===== src/rtl/tc4_key_accumulator.sv =====
// Debounced three-key 4-bit two's-complement accumulator (add / subtract / clear)
// with a sticky signed-overflow flag and optional saturation.
module tc4_key_accumulator #(
  parameter int unsigned DEBOUNCE_CYCLES = 50000,
  parameter bit          SATURATE        = 1'b0
) (
  input  logic       Clock,
  input  logic       Reset,
  input  logic       KeyAdd_n,
  input  logic       KeySub_n,
  input  logic       KeyClr_n,
  input  logic [3:0] Step,
  output logic [3:0] N,
  output logic       Overflow,
  output logic       Updated
);

  localparam int unsigned CW = $clog2(DEBOUNCE_CYCLES + 1);

  typedef enum logic [1:0] {
    IDLE,
    PRESS_WAIT,
    HELD,
    RELEASE_WAIT
  } db_state_e;

  logic [2:0] key_raw_n;
  logic [2:0] pulse;

  assign key_raw_n = {KeyClr_n, KeySub_n, KeyAdd_n};

  for (genvar g = 0; g < 3; g++) begin : g_key
    logic [1:0]    sync_q;
    db_state_e     state_q;
    logic [CW-1:0] cnt_q;
    logic          armed_q;
    logic          low;

    assign low      = ~sync_q[1];
    assign pulse[g] = (state_q == PRESS_WAIT) && (cnt_q == CW'(DEBOUNCE_CYCLES));

    always_ff @(posedge Clock or posedge Reset) begin
      if (Reset) begin
        sync_q  <= '1;
        state_q <= IDLE;
        cnt_q   <= '0;
        armed_q <= 1'b0;
      end else begin
        sync_q <= {sync_q[0], key_raw_n[g]};
        unique case (state_q)
          IDLE: begin
            // After reset IDLE first waits for a debounced release, so a key
            // held across reset cannot fire until it is let go and pressed anew.
            if (!armed_q) begin
              if (low) begin
                cnt_q <= '0;
              end else if (cnt_q == CW'(DEBOUNCE_CYCLES)) begin
                armed_q <= 1'b1;
                cnt_q   <= '0;
              end else begin
                cnt_q <= cnt_q + 1'b1;
              end
            end else if (low) begin
              cnt_q   <= CW'(1);
              state_q <= PRESS_WAIT;
            end
          end
          PRESS_WAIT: begin
            if (cnt_q == CW'(DEBOUNCE_CYCLES)) begin
              state_q <= HELD;
              cnt_q   <= '0;
            end else if (low) begin
              cnt_q <= cnt_q + 1'b1;
            end else begin
              state_q <= IDLE;
              cnt_q   <= '0;
            end
          end
          HELD: begin
            if (!low) begin
              cnt_q   <= CW'(1);
              state_q <= RELEASE_WAIT;
            end
          end
          RELEASE_WAIT: begin
            if (cnt_q == CW'(DEBOUNCE_CYCLES)) begin
              state_q <= IDLE;
              cnt_q   <= '0;
            end else if (!low) begin
              cnt_q <= cnt_q + 1'b1;
            end else begin
              state_q <= HELD;
              cnt_q   <= '0;
            end
          end
          default: begin
            state_q <= IDLE;
            cnt_q   <= '0;
          end
        endcase
      end
    end
  end

  logic       add_p, sub_p, clr_p;
  logic [4:0] res5;
  logic       ovf;
  logic [3:0] n_q, n_d;
  logic       ovf_q, ovf_d;
  logic       upd_q, upd_d;

  assign add_p = pulse[0];
  assign sub_p = pulse[1];
  assign clr_p = pulse[2];

  always_comb begin
    res5 = add_p ? ({n_q[3], n_q} + {Step[3], Step})
                 : ({n_q[3], n_q} - {Step[3], Step});
    ovf  = res5[4] ^ res5[3];
    n_d   = n_q;
    ovf_d = ovf_q;
    upd_d = 1'b0;
    if (clr_p) begin
      n_d   = '0;
      ovf_d = 1'b0;
      upd_d = 1'b1;
    end else if (add_p ^ sub_p) begin
      upd_d = 1'b1;
      if (ovf) begin
        ovf_d = 1'b1;
        // res5[4] carries the sign of the true (unclipped) result
        if (SATURATE) n_d = res5[4] ? 4'b1000 : 4'b0111;
        else          n_d = res5[3:0];
      end else begin
        n_d = res5[3:0];
      end
    end
  end

  always_ff @(posedge Clock or posedge Reset) begin
    if (Reset) begin
      n_q   <= '0;
      ovf_q <= 1'b0;
      upd_q <= 1'b0;
    end else begin
      n_q   <= n_d;
      ovf_q <= ovf_d;
      upd_q <= upd_d;
    end
  end

  assign N        = n_q;
  assign Overflow = ovf_q;
  assign Updated  = upd_q;

endmodule


===== config.mk =====
export PLATFORM = sky130hd
export DESIGN_NAME = tc4_key_accumulator
export DESIGN_NICKNAME = d
export VERILOG_FILES = /design/src/rtl/tc4_key_accumulator.sv
export SDC_FILE = /design/constraint.sdc
export NUM_CORES = 1
export LEC_CHECK = 0
export CAP_MARGIN = 20
export CELL_PAD_IN_SITES_DETAIL_PLACEMENT = 0
export CELL_PAD_IN_SITES_GLOBAL_PLACEMENT = 2
export CORE_MARGIN = 3
export CORE_UTILIZATION = 42
export DETAILED_ROUTE_END_ITERATION = 12
export DONT_BUFFER_PORTS = 1
export GPL_ROUTABILITY_DRIVEN = 0
export GPL_TIMING_DRIVEN = 0
export PLACE_DENSITY = 0.88
export SETUP_SLACK_MARGIN = 0.4
export SYNTH_ARGS = -nofsm -noshare
export SYNTH_HDL_FRONTEND = slang
export SYNTH_SLANG_ARGS = --single-unit
export TNS_END_PERCENT = 20

===== constraint.sdc =====
create_clock -name Clock -period 6.69 [get_ports Clock]
set_input_delay 0.3345 -clock Clock [delete_from_list [all_inputs] [get_ports Clock]]
set_output_delay 0.3345 -clock Clock [all_outputs]
set_load 0.01 [all_outputs]

==> results of run 1 <==
## final timing paths
path,start,to,cells past startpoint
worst max register to register,g_key[0].cnt_q[10]$_DFFE_PP0P_,Overflow$_DFFE_PP0P_,12
worst max-delay path,g_key[0].cnt_q[10]$_DFFE_PP0P_,Overflow$_DFFE_PP0P_,12
worst min register to register,g_key[0].sync_q[0]$_DFF_PP1_,g_key[0].sync_q[1]$_DFF_PP1_,0
max in group asynchronous,Reset,g_key[2].cnt_q[7]$_DFFE_PP0P_,1
min in group Clock,Step[0],N[0]$_DFFE_PP0P_,3
worst min-delay path,Reset,g_key[0].cnt_q[0]$_DFFE_PP0P_,1
## flip-flops by register name (all words and copies together), names as in the netlist
name / flops
g_key.cnt_q: 48
g_key.armed_q: 3
Updated: 1
Overflow: 1
N: 4
g_key.state_q: 6
g_key.sync_q: 6
## kinds of logic after synthesis
kind of cell | Yosys count | share of synthesized area (%)
AO/OA/AOI/OAI | 48 | 7.29
XOR/XNOR | 48 | 11.3
adder cells (fa/ha/maj) | 12 | 4.05
buffers and inverters | 30 | 4.43
flip-flops | 69 | 44.5
multiplexers | 10 | 2.92
AND/OR/NAND/NOR | 185 | 25.5
## critical path: stages, from the launching register on
cell,delay [ns]
sky130_fd_sc_hd__dfrtp_1,0.43
sky130_fd_sc_hd__or4_4,0.57
sky130_fd_sc_hd__nor4_4,0.45
sky130_fd_sc_hd__and3b_1,0.25
sky130_fd_sc_hd__buf_6,0.14
sky130_fd_sc_hd__mux2_2,0.36
sky130_fd_sc_hd__fa_1,0.44
sky130_fd_sc_hd__a21o_1,0.19
sky130_fd_sc_hd__a21oi_1,0.16
sky130_fd_sc_hd__xnor2_1,0.16
sky130_fd_sc_hd__xnor2_1,0.16
sky130_fd_sc_hd__xnor2_1,0.10
sky130_fd_sc_hd__o31ai_1,0.21
## power breakdown
group          internal [W]   total, W  switching (W)
registers          0.000428   0.000441      0.0000125
clock network      0.000182   0.000338       0.000156
logic             0.0000339  0.0000806      0.0000467
total              0.000643   0.000859       0.000215
## final cells by class
class,instances,area [sq um]
Buffer,14,113
Clock buffer,12,145
Clock inverter,4,47.5
Fill cell,848,4590
Inverter,16,62.6
Multi-Input combinational cell,303,1990
Sequential cell,69,1730
Tap cell,108,135
Timing Repair Buffer,3,30.0
## cells in the mapped netlist (6+ instances only)
cell,n
sky130_fd_sc_hd__nor2_1,65
sky130_fd_sc_hd__dfrtp_1,63
sky130_fd_sc_hd__xor2_1,28
sky130_fd_sc_hd__nand2_1,25
sky130_fd_sc_hd__nand3_1,22
sky130_fd_sc_hd__xnor2_1,19
sky130_fd_sc_hd__inv_1,16
sky130_fd_sc_hd__a21oi_1,15
sky130_fd_sc_hd__o21ai_0,15
sky130_fd_sc_hd__ha_1,11
sky130_fd_sc_hd__nand2b_1,10
sky130_fd_sc_hd__nand4_1,10
sky130_fd_sc_hd__mux2i_1,8
sky130_fd_sc_hd__nor3_1,8
sky130_fd_sc_hd__a21o_1,6
sky130_fd_sc_hd__clkbuf_1,6
sky130_fd_sc_hd__dfstp_2,6
## through the flow
stage	instances	hold WS (ns)
2_1_floorplan	402	0.339
3_3_place_gp	510	0.339
3_5_place_dp	510	0.339
4_1_cts	529	0.0711
5_1_grt	529	0.0919
6_report	529	0.0375
## layer usage
layer,global-route usage [%],vias to the layer above
met5,0,-
met4,5.65,0
met3,5.05,10
met2,26.1,29
met1,21.6,1366
li1,-,1401
==> results by stage, run 1 <==
Run status:
- The run finished with clean final reports.

Floorplanning:
- The die covers between 0.01 and 0.015 sq mm.
- The top-level port count is 15.
- The core region is 0.00885 sq mm.
- Row generation in the floorplan step produced 34 rows.
- In this run the vertical extent of the chip is roughly 100 um.
- The starting density of the core is 44.0%.
- The die width is between 100 and 150 um.

Route:
- Signal routing reaches up to met4.
- In the detailed route, the total length drawn on met3 is roughly 340 um.
- After detailed routing, the average wire length per cell comes to 14.5 um.
- The violation count after the first detailed-routing iteration is 120.
- Wire segments on met2 add up to between 3 and 4 mm in the final route.
- The pre-antenna-repair detailed-routing pass consisted of 4 iterations.
- The routed wire length is around 7.7 mm.
- The number of routed nets with antenna violations is 0.
- Across all layers, the routed design uses roughly 2.8k vias.
- The remaining routing DRC violations is 0.
- In the routed layout, each cell is associated on average with a via count of about 5.3.
- After detailed routing, the wire length on met1 is about 3.7 mm.

Power and ir drop:
- The power per cell area is 202 mW/mm^2.
- The analysis attributes to cell leakage a power of between 1.5 and 2 nW.
- The total power of the final layout is around 0.00086 W.
- The worst supply voltage drop on vdd is between 0.09 and 0.1 mV.

Run:
- The max capacitance violation total is 0.

Timing:
- The final setup skew is 0.00524 ns.
- Headroom to the max-slew limit came out at 43.1%.
- The maximum achievable frequency is ~270 MHz.
- Setup repair after global routing left no endpoint under its margin.
- The number of pins exceeding their max-slew limit in the final report was 0.
- The number of hold violations in the final report came to 0.
- In the finished design, the share of the clock period the worst path needs comes to between 50% and 60%.
- The final worst setup slack is around 3.0 ns.
- The setup TNS is 0 ns.
- The worst path needs 3.70 ns of the cycle, external delays included.
- Setup violations remaining at the end of the flow were counted as 0.
- At the pin with the least slew margin, the transition time is around 0.85 ns.

Place:
- The post-place instance area is slightly above 0.004 sq mm.
- The HPWL after detailed placement is between 5 and 6 mm.
- Before CTS, the worst setup slack after placement is between 2 and 3 ns.
- The count of buffers from port buffering is 0.

Final layout:
- Leaving out fill and tap cells, the most frequent cells in the layout are sky130_fd_sc_hd__nor2_1, sky130_fd_sc_hd__dfrtp_1, sky130_fd_sc_hd__xor2_1.
- The final core utilization is 48.1%.
- The post-synthesis to final-layout area growth is 9.25%.
- The cell area after layout is between 0.004 and 0.005 sq mm.
- The most common cell after layout, fill and taps aside is sky130_fd_sc_hd__nor2_1.
- The layout net count is 437.
- The number of antenna diodes in the final layout is 0.
- The post-route netlist has about a tenth of its cells at a drive strength greater than 1.

Clock tree:
- The TritonCTS clock tree is built.
- The hold-fix buffer count after cts is 3.
- The number of setup buffers added after CTS is 0.
- Clock latency on the worst-skew pair, taken at its later pin, is roughly 0.34 ns.
- The clock sink count is 69.
- The post-cts gate resize count is 0.
- The clock tree synthesis step divided the H-tree into 3 levels.
- The maximum number of buffers from clock root to sink is 2.
- Clock-pin slew was measured on the worst setup and hold paths at roughly 0.07 ns.
- The number of buffers created by CTS is 9.
- CTS placed an instance of sky130_fd_sc_hd__clkbuf_8 at the clock tree root.

Synth:
- Yosys mapped the design onto between 50 and 60 distinct sky130hd cell types.
- Sequential elements use between 40% and 50% of the synthesized area.
- The most area-hungry cell type in the Yosys netlist is sky130_fd_sc_hd__dfrtp_1.
- After synthesis the cells add up to roughly 0.0039 sq mm.
- The share of synthesized flip-flops with an asynchronous set or reset is 100%.
- Averaged over all synthesized cells, the footprint is slightly below 10 sq um.
- Yosys attributes the largest share of cell area to sky130_fd_sc_hd__dfrtp_1, sky130_fd_sc_hd__xor2_1, sky130_fd_sc_hd__nor2_1.
- The number of synthesized flops with an enable pin is 0.
- The top cell type by area accounts for between 40 and 50% of the synthesized area.
- The number of register bits inferred by synthesis is between 60 and 70.
- Counting every instance in the synthesized netlist gives around 400.
- The number of nets produced by synthesis is approximately 420.
- The number of warnings issued by yosys is 0.
- In the synthesized netlist the dominant register cell turns out to be sky130_fd_sc_hd__dfrtp_1.

Setup path:
- For the worst setup path, the data required time is about 6.9 ns.
- The kind of start point of the critical path is a flop.
- The arrival time of the worst setup path is 3.95 ns.
- The worst setup path is captured at a flop.
- The critical-path maximum fanout is 6.
- In this run the register-to-register setup slack is between 2 and 3 ns.
- The type of the worst setup path is reg2reg.

Global route:
- Global routing consumed, over all layers together, between 10% and 20% of the routing resources.
- After global routing the overflow that remains totals 0.
- The first global-routing pass estimated between 10 and 15 mm of wire.
- The initial antenna violation count was 0.
- Entering global routing, the biggest net connects 70 pins.
- The number of global-route vias before repair is 2887.

Worst hold path:
- The class of the tightest hold or removal check is in2async.
No activity file was read; power rests on OpenSTA's default activity.
==> inputs of run 2 (changes only) <==
- ABC_AREA: unset -> 1
- CORE_UTILIZATION: 42 -> 37
- PLACE_DENSITY: 0.88 -> 0.86
- clock period: 6.69 -> 3.8 ns (I/O delays scaled with it)
==> run 2 against run 1 <==
  * Cell area rose by 13%
  * Combinational power rose by 46%
  * Hold slack improved by 0.088 ns
  * Critical path type unchanged
  * Largest power group is now the clock network
==> results by stage, run 2 <==
Place:
- The post-place instance area is approximately 0.0044 sq mm.
- The HPWL after detailed placement is between 7 and 8 mm.
- The count of buffers from port buffering is 0.

Power and ir drop:
- Dividing total power by cell area gives a power density of around 360 mW/mm^2.
- The completed layout was analyzed and its total power is approximately 0.0017 W.
- The worst supply voltage drop on vdd is 0.284 mV.
- For this design the static power due to leakage is between 2 and 2.5 nW.

Floorplanning:
- The starting density of the core is 38.4%.
- From left edge to right edge, the die measures around 110 um.
- From bottom edge to top edge, the die measures between 100 and 150 um.
- The floorplan step defined a die boundary enclosing around 0.013 sq mm.
- The top-level port count is 15.
- The area of the core region is around 0.011 sq mm.
- Row generation in the floorplan step produced 38 rows.

Synth:
- sky130_fd_sc_hd__nand2_1 is the most common cell in the netlist.
- Counting flops and latches in the post-synthesis netlist gives 69.
- The synthesized netlist devotes 33.8% of its cell area to simple gates.
- For this run, the leading register cell type out of synthesis is sky130_fd_sc_hd__dfrtp_1.
- The arithmetic-cell share of the synthesized area counting full adders, half adders and majority gates is approximately 3.7%.
- Summing every instance area after synthesis gives around 0.0042 sq mm.
- Summing the areas of all compound-gate instances in the mapped netlist gives between 10% and 20% of the synthesized area.
- Summed over all instances, the cell type with the most area after synthesis is sky130_fd_sc_hd__dfrtp_1.
- The number of synthesized flops with an enable pin is 0.
- In the synthesized netlist, mux cells make up 0% of the area.
- The xor/xnor share of the synthesized area is around 1.9%.
- The synthesized area per cell is roughly 7.3 sq um.
- The Yosys step of the flow raised 0 warnings.
- The number of distinct library cells after synthesis is 40.
- The share of Yosys cell area claimed by the top area cell type is between 30% and 40%.
- The share of the Yosys chip area taken by registers is 40.9%.
- Sorting the synthesized cells by how often they occur yields sky130_fd_sc_hd__nand2_1, sky130_fd_sc_hd__inv_1, sky130_fd_sc_hd__nand3_1, sky130_fd_sc_hd__nor2_1, sky130_fd_sc_hd__dfrtp_1.
- By area, the combinational part of the netlist is dominated by simple AND/OR/NAND/NOR gates.
- For this run, asynchronously set or reset flops after synthesis account for 100%.
- The synthesized netlist cell count is between 500 and 600.
- The number of nets produced by synthesis is between 600 and 700.
- After synthesis, the cell types taking the most area are sky130_fd_sc_hd__dfrtp_1, sky130_fd_sc_hd__nand2_1, sky130_fd_sc_hd__inv_1.

Clock tree:
- After clock tree synthesis, the setup repair step added 0 buffers.
- The TritonCTS clock tree is built.
- The later-pin clock latency in the skew report is approximately 0.34 ns.
- The number of buffers created by CTS is 9.
- The clock sink count is 69.
- The clock-pin slew on the worst setup and hold paths is approximately 0.060 ns.
- The H-tree was split into 3 levels.
- The clock passes through at most 2 buffers.
- The buffer cell driving the clock tree root is sky130_fd_sc_hd__clkbuf_16.

Global route:
- Global routing finished with a remaining overflow of 0.
- The largest net degree at the start of global routing is 59.
- The combined global-route utilization of all metal layers is between 10% and 20%.
- The wire length of the first global-routing pass is 17.4 mm.
- The initial antenna violation count is 0.
- The number of global-route vias before repair came to between 3k and 4k.

Setup path:
- The arrival time of the worst setup path is between 2 and 3 ns.
- STA classifies the critical path startpoint as a flop.
- The type of the worst setup path is reg2reg.
- STA puts the critical path data required time at ~4.1 ns.
- The critical-path maximum fanout is 5.
- The element type at the critical path end is a flop.

Timing:
- The shortest period the worst path allows is between 2 and 3 ns.
- The number of pins exceeding their max-slew limit in the final report is 0.
- For the pin with the worst max-slew slack, the measured transition is 0.486 ns.
- Between clock sinks in the finished design, the worst skew comes to between 0.006 and 0.007 ns.
- Setup repair after global routing left no endpoint under its margin.
- The portion of the clock cycle consumed by the worst path in the final layout is 71.8%.
- Timing would allow up to approximately 370 MHz.
- The final count of negative-setup-slack endpoints is 0.
- The headroom to the max-slew limit is between 60% and 70%.
- Adding up every negative setup slack in the final design gives 0 ns.
- The number of hold violations in the final report is 0.

Final layout:
- The post-synthesis to final-layout area growth is 13.1%.
- The share of layout cells above drive strength 1 is between 8 and 9%.
- The layout net count is 618.
- The most common cell after layout, fill and taps aside is sky130_fd_sc_hd__nand2_1.
- In the final layout, the registers with the most flip-flops are g_key.cnt_q x48, g_key.state_q x6, g_key.sync_q x6.
- The top cell types in the final layout, fill and taps aside, are sky130_fd_sc_hd__nand2_1, sky130_fd_sc_hd__inv_1, sky130_fd_sc_hd__nor2_1, sky130_fd_sc_hd__nand3_1, sky130_fd_sc_hd__dfrtp_1.
- The register with the most flip-flops is g_key.cnt_q.
- The count of antenna diodes in the layout is 0.
- The count of filler cells inserted in the layout is ~1.1k.
- The cell area after layout is ~0.0048 sq mm.
- The register with the most flip-flops in the layout has 48 of them.

Route:
- The violation count after the first detailed-routing iteration is between 150 and 200.
- For this run, the detailed router's first-pass iteration total came to 5.
- Detailed routing inserted a total of around 3.8k vias.
- The routed wire length per instance is 13.1 um.
- Using the TritonRoute via totals, the vias-per-cell ratio works out to ~5.
- The routed wire length is between 9 and 10 mm.
- The remaining routing DRC violations is 0.
- The count of nets left with antenna violations once routing finished came out at 0.

Run:
- The max capacitance violation total is 0.

Worst hold path:
- The min-delay analysis places its worst path in the category in2reg.

Run status:
- The flow ran to the end, and the final reports show no timing, DRC or antenna violations.
==> run 2: changes by cell type after synthesis, sizes merged, moves of 8 or more <==
| cell | delta |
|---|---|
| nand2 | +88 |
| inv | +84 |
| nand3 | +47 |
| o21ai | +22 |
| xor2 | -21 |
| xnor2 | -18 |
| nor3 | +15 |
| nor2 | +12 |
| nand4 | +11 |
| nand2b | -10 |
| a21oi | +9 |
| mux2i | -8 |
==> run 2: routing by layer <==
| metal | global-route usage [%] | share of wire, % |
|---|---|---|
| met4 | 4.89 | 0.86 |
| met2 | 27.8 | 48 |
| met1 | 20.9 | 48 |
| met5 | 0 | 0 |
| met3 | 5.29 | 4.0 |
==> run 2: timing repair <==
action | 4_1_cts | 5_1_grt
resized for setup | 0 | 0
hold endpoints to repair | 66 | 0
hold buffers | 4 | 0
==> run 2: path summary, 6_finish.rpt <==
| kind | start | endpoint | slack, ns | cells past startpoint |
|---|---|---|---|---|
| min in group asynchronous | Reset | g_key[2].cnt_q[0]$_DFFE_PP0P_ | 0.25 | 2 |
| max reg2reg | g_key[0].cnt_q[0]$_DFFE_PP0P_ | Overflow$_DFFE_PP0P_ | 1.07 | 19 |
| max | g_key[0].cnt_q[0]$_DFFE_PP0P_ | Overflow$_DFFE_PP0P_ | 1.07 | 19 |
| min | Step[0] | N[0]$_DFFE_PP0P_ | 0.13 | 3 |
| min reg2reg | g_key[2].sync_q[0]$_DFF_PP1_ | g_key[2].sync_q[1]$_DFF_PP1_ | 0.35 | 0 |
| max in group asynchronous | Reset | g_key[0].sync_q[1]$_DFF_PP1_ | 2.97 | 3 |
==> run 2: area by class of cell <==
| type | count | area, sq um | area share (%) |
|---|---|---|---|
| buffer | 3 | 23.8 | 0.496 |
| clock buffer | 11 | 253 | 5.27 |
| clock inverter | 5 | 58.8 | 1.23 |
| inverter | 100 | 378 | 7.88 |
| multi-input combinational | 409 | 2110 | 43.9 |
| sequential | 69 | 1730 | 36.2 |
| tap | 140 | 175 | 3.65 |
| timing repair buffer | 5 | 67.6 | 1.41 |
==> run 2: logic make-up after synthesis <==
| group | Yosys count |
|---|---|
| and+or+nand+nor | 312 |
| buffers and inverters | 103 |
| AOI/OAI and AO/OA | 76 |
| xor gates and xnor gates | 9 |
| DFF | 69 |
| adders and majority gates | 12 |
==> run 2: critical path, cell delays in order, from the launching register on <==
cell                      delay [ns]
sky130_fd_sc_hd__dfrtp_1        0.44
sky130_fd_sc_hd__inv_1          0.12
sky130_fd_sc_hd__ha_1           0.21
sky130_fd_sc_hd__nand3_1        0.11
sky130_fd_sc_hd__nor2_2         0.17
sky130_fd_sc_hd__nand3_2        0.15
sky130_fd_sc_hd__o31ai_1        0.11
sky130_fd_sc_hd__xor2_1         0.17
sky130_fd_sc_hd__inv_1          0.07
sky130_fd_sc_hd__ha_1           0.34
sky130_fd_sc_hd__nand3_1        0.12
sky130_fd_sc_hd__nand3_1        0.08
sky130_fd_sc_hd__nand2_1        0.06
sky130_fd_sc_hd__nand2_1        0.08
sky130_fd_sc_hd__nand2_1        0.07
sky130_fd_sc_hd__inv_1          0.05
sky130_fd_sc_hd__nor2_1         0.03
sky130_fd_sc_hd__nand2_1        0.05
sky130_fd_sc_hd__nand3_1        0.08
sky130_fd_sc_hd__a21oi_1        0.13
==> run 2: per-stage QoR <==
| step | util, % | hold WS [ns] | worst slack, ns | cells |
|---|---|---|---|---|
| after global placement | 40.0 | 0.195 | 0.922 | 721 |
| after CTS | 43.5 | 0.108 | 1.04 | 742 |
| after floorplan | - | 0.194 | 1.41 | 581 |
| after detailed placement | 40.3 | -0.00551 | 1.06 | 722 |
| final | 43.5 | 0.125 | 1.07 | 742 |
| after global routing | 43.5 | 0.138 | 0.738 | 742 |
==> run 2: where the power goes <==
group	total, W	internal [W]	switching, W
Clock	0.000867	0.000543	0.000324
Combinational	0.000118	0.0000423	0.0000759
Sequential	0.000758	0.000749	0.00000967
Total	0.00174	0.00133	0.000409
==> inputs of run 3 (changes only) <==
- ABC_AREA: 1 -> 0
- PLACE_DENSITY: 0.86 -> 0.82
- clock period: 3.8 -> 2.4 ns (I/O delays scaled with it)
==> run 3 against run 2 <==
  * The flow now finishes with violations (setup timing)
  * Via count down 22%
  * Global-route usage down 2.4 points
  * Cell area down 2.0%
  * Critical path depth down 7
  * Wire length down 20%
  * First-iteration DRC count down 6.9%
  * Critical path type unchanged
  * Critical endpoint unchanged
  * Highest routed layer unchanged
==> results by stage, run 3 (synthesized netlist as in run 1, its figures left out) <==
Run status:
- The flow ran to the end, but the final reports show violations.
- The checks that failed: setup timing.

Clock tree:
- Clock-pin slew was measured on the worst setup and hold paths at approximately 0.08 ns.
- The maximum number of buffers from clock root to sink is 2.
- The clock reaches the later pin of the worst-skew pair after around 0.35 ns.
- The TritonCTS clock tree is built.
- The cell sitting at the root of the clock tree is a sky130_fd_sc_hd__clkbuf_8.
- In this run the number of H-tree levels came out at 3.
- CTS saw 69 sinks.
- The number of buffers created by CTS is 9.

Setup path:
- The type of the worst setup path is reg2reg.
- Tracing the worst setup path back leads to its startpoint at g_key[0].cnt_q[7]$_DFFE_PP0P_.
- In this run the critical register-to-register path is launched from g_key[0].cnt_q[7]$_DFFE_PP0P_.
- The worst setup path is launched from a flop.
- The worst setup path is captured at a flop.
- Of all nets on the critical path, the largest fanout is 3.
- The required time at the endpoint of the critical path is 2.66 ns.
- Data arrives at the worst endpoint at around 3.6 ns.

Timing:
- Setup repair after global routing could not meet its margin everywhere.
- The number of pins exceeding their max-slew limit in the final report is 0.
- The tightest hold path in the finished design has a slack of just over 0.04 ns.
- Static timing analysis puts the maximum clock frequency at about 300 MHz.
- Once routing completed, OpenROAD measured the worst setup slack at -0.899 ns.
- For the pin with the worst max-slew slack, the measured transition is approximately 0.86 ns.
- Headroom to the max-slew limit came out at a little over two fifths.
- Clock skew on the completed layout was measured at about 0.014 ns.
- Counting I/O delays and the setup requirement, the final critical path takes ~3.3 ns.
- Setup total negative slack on the finished layout was measured at -2.55 ns.
- The portion of the clock cycle consumed by the worst path in the final layout is 137%.
- Setup violations remaining at the end of the flow were counted as 6.
- The number of hold violations in the final report is 0.

Floorplanning:
- The total area inside the core boundary comes to about 0.01 sq mm.
- For this configuration, the core starts out at a cell density of between 30 and 40%.
- The die covers 0.0118 sq mm.
- The floorplan step set the die width to between 100 and 150 um.
- The die is 109 um tall.
- The floorplan has 36 rows.
- The top-level port count is 15.

Route:
- After detailed routing, the number of remaining DRC violations is 0.
- The detail route stage leaves a number of antenna-violating nets equal to 0.
- The detailed router placed ~2.9k vias in this run.
- The violation count after the first detailed-routing iteration is 176.
- Dividing the detail-routed via count by the number of cells gives 5.09.
- The routed wire length per instance is 13.5 um.
- The routed wire length is around 7.8 mm.
- The first detailed-routing pass took 4 iterations.

Final layout:
- Compared with the post-synthesis result, the final layout area differs by 20.8%.
- The register with the most flip-flops in the layout has 48 of them.
- The final core utilization is 47.0%.
- The share of layout cells above drive strength 1 is 22.9%.
- 0 antenna diodes ended up in the layout.
- In the final layout, the registers with the most flip-flops are g_key.cnt_q x48, g_key.state_q x6, g_key.sync_q x6.
- In the layout the commonest cells are sky130_fd_sc_hd__dfrtp_1, sky130_fd_sc_hd__nor2_1, sky130_fd_sc_hd__xor2_1.
- For this run, the number of standard cells in the final layout without fillers is around 580.
- For this run, the post-layout net count is roughly 460.
- The most common cell after layout, fill and taps aside is sky130_fd_sc_hd__dfrtp_1.
- The register with the most flip-flops is g_key.cnt_q.

Place:
- Once detailed placement completed, the half-perimeter wirelength came to ~5 mm.
- The count of buffers from port buffering is 0.
- Counting tap cells, the placed design contains a total of about 540 instances.

Global route:
- For this run, the total global-route usage over all layers was measured as ~14%.
- The most heavily used metal layer in global routing is met2.
- The met2 usage in global routing is 23.0%.
- The total overflow left after global routing is 0.
- The met1 layer usage reported by global route is 19.0%.
- The initial antenna violation count is 0.
- Entering global routing, the biggest net connects 70 pins.
- The first global-routing pass estimated approximately 14 mm of wire.
- The met3 layer usage reported by global route is ~3.2%.
- The number of global-route vias before repair is about 2.9k.

Worst hold path:
- The startpoint of the most critical hold path is Step[0].
- The worst hold path belongs to the class in2reg.

Power and ir drop:
- The analysis attributes to cell leakage a power of around 2.0 nW.
- The power per cell area is between 500 and 600 mW/mm^2.
- Across the VDD grid, the largest voltage drop is between 0.2 and 0.25 mV.

Run:
- The max capacitance violation total is 0.
## run 3: cell count changes in the layout (fill, tap and decap cells not counted), moves of 20 or more
cell                      change
sky130_fd_sc_hd__nand3_1     -47
sky130_fd_sc_hd__nor2_1      -20
sky130_fd_sc_hd__xor2_1      +20
sky130_fd_sc_hd__o21ai_0     -20
sky130_fd_sc_hd__inv_1       -79
sky130_fd_sc_hd__nand2_1     -84
## run 3: what timing repair did
action / 4_1_cts / 5_1_grt
pin swaps: 26 / 31
resized for setup: 28 / 38
cloned: 1 / 0
hold buffers: 4 / 0
hold endpoints to repair: 66 / 0
setup endpoints to repair: 51 / 54
setup buffers: 11 / 8
## run 3: per-layer routing
metal	part of all wire, %	vias to the layer above
met1	48	1443
met4	1.2	0
met2	48	31
met5	0	-
li1	-	1446
met3	2.7	5
## run 3: layout make-up
| type | count | area, sq um |
|---|---|---|
| clock buffer | 14 | 163 |
| buffer | 14 | 130 |
| fill | 966 | 5300 |
| clock inverter | 2 | 10.0 |
| multi-input combinational | 303 | 2210 |
| inverter | 16 | 62.6 |
| sequential | 69 | 1740 |
| tap | 133 | 166 |
| timing repair buffer | 24 | 224 |
## run 3: critical path, stage by stage, from the launching register on
cell and delay, ns:
sky130_fd_sc_hd__dfrtp_1 0.41, sky130_fd_sc_hd__or4b_4 0.56, sky130_fd_sc_hd__nor4_4 0.34, sky130_fd_sc_hd__and3b_2 0.25
sky130_fd_sc_hd__buf_6 0.11, sky130_fd_sc_hd__mux2_4 0.31, sky130_fd_sc_hd__fa_2 0.34, sky130_fd_sc_hd__a21o_1 0.18
sky130_fd_sc_hd__a21oi_2 0.12, sky130_fd_sc_hd__xnor2_1 0.14, sky130_fd_sc_hd__xnor2_1 0.16, sky130_fd_sc_hd__xnor2_1 0.10
sky130_fd_sc_hd__o31ai_1 0.19
## run 3: through the flow
stage	total power, W	instance area (sq um)	setup WS (ns)
5_1_grt	0.00249	4700	-1.05
3_3_place_gp	0.00148	4090	-1.15
3_5_place_dp	0.00148	4090	-1.14
6_report	0.00237	4700	-0.899
2_1_floorplan	0.00143	3920	-0.822
4_1_cts	0.00238	4490	-0.893
## run 3: report_power, final
group / leakage (nW) / internal [W] / switching [W]
Combinational: 0.985 / 0.000129 / 0.000151
Clock: 0.0905 / 0.000430 / 0.000434
Sequential: 0.918 / 0.00119 / 0.0000347
## run 3: final timing paths
| kind | cells past startpoint | end | slack (ns) |
|---|---|---|---|
| setup / recovery | 12 | Overflow$_DFFE_PP0P_ | -0.90 |
| hold / removal | 3 | N[0]$_DFFE_PP0P_ | 0.04 |
| setup reg to reg | 12 | Overflow$_DFFE_PP0P_ | -0.90 |
| hold reg to reg | 0 | g_key[2].sync_q[1]$_DFF_PP1_ | 0.36 |
| max in group asynchronous | 2 | g_key[0].cnt_q[3]$_DFFE_PP0P_ | 1.36 |
| min in group asynchronous | 2 | g_key[0].cnt_q[15]$_DFFE_PP0P_ | 0.42 |
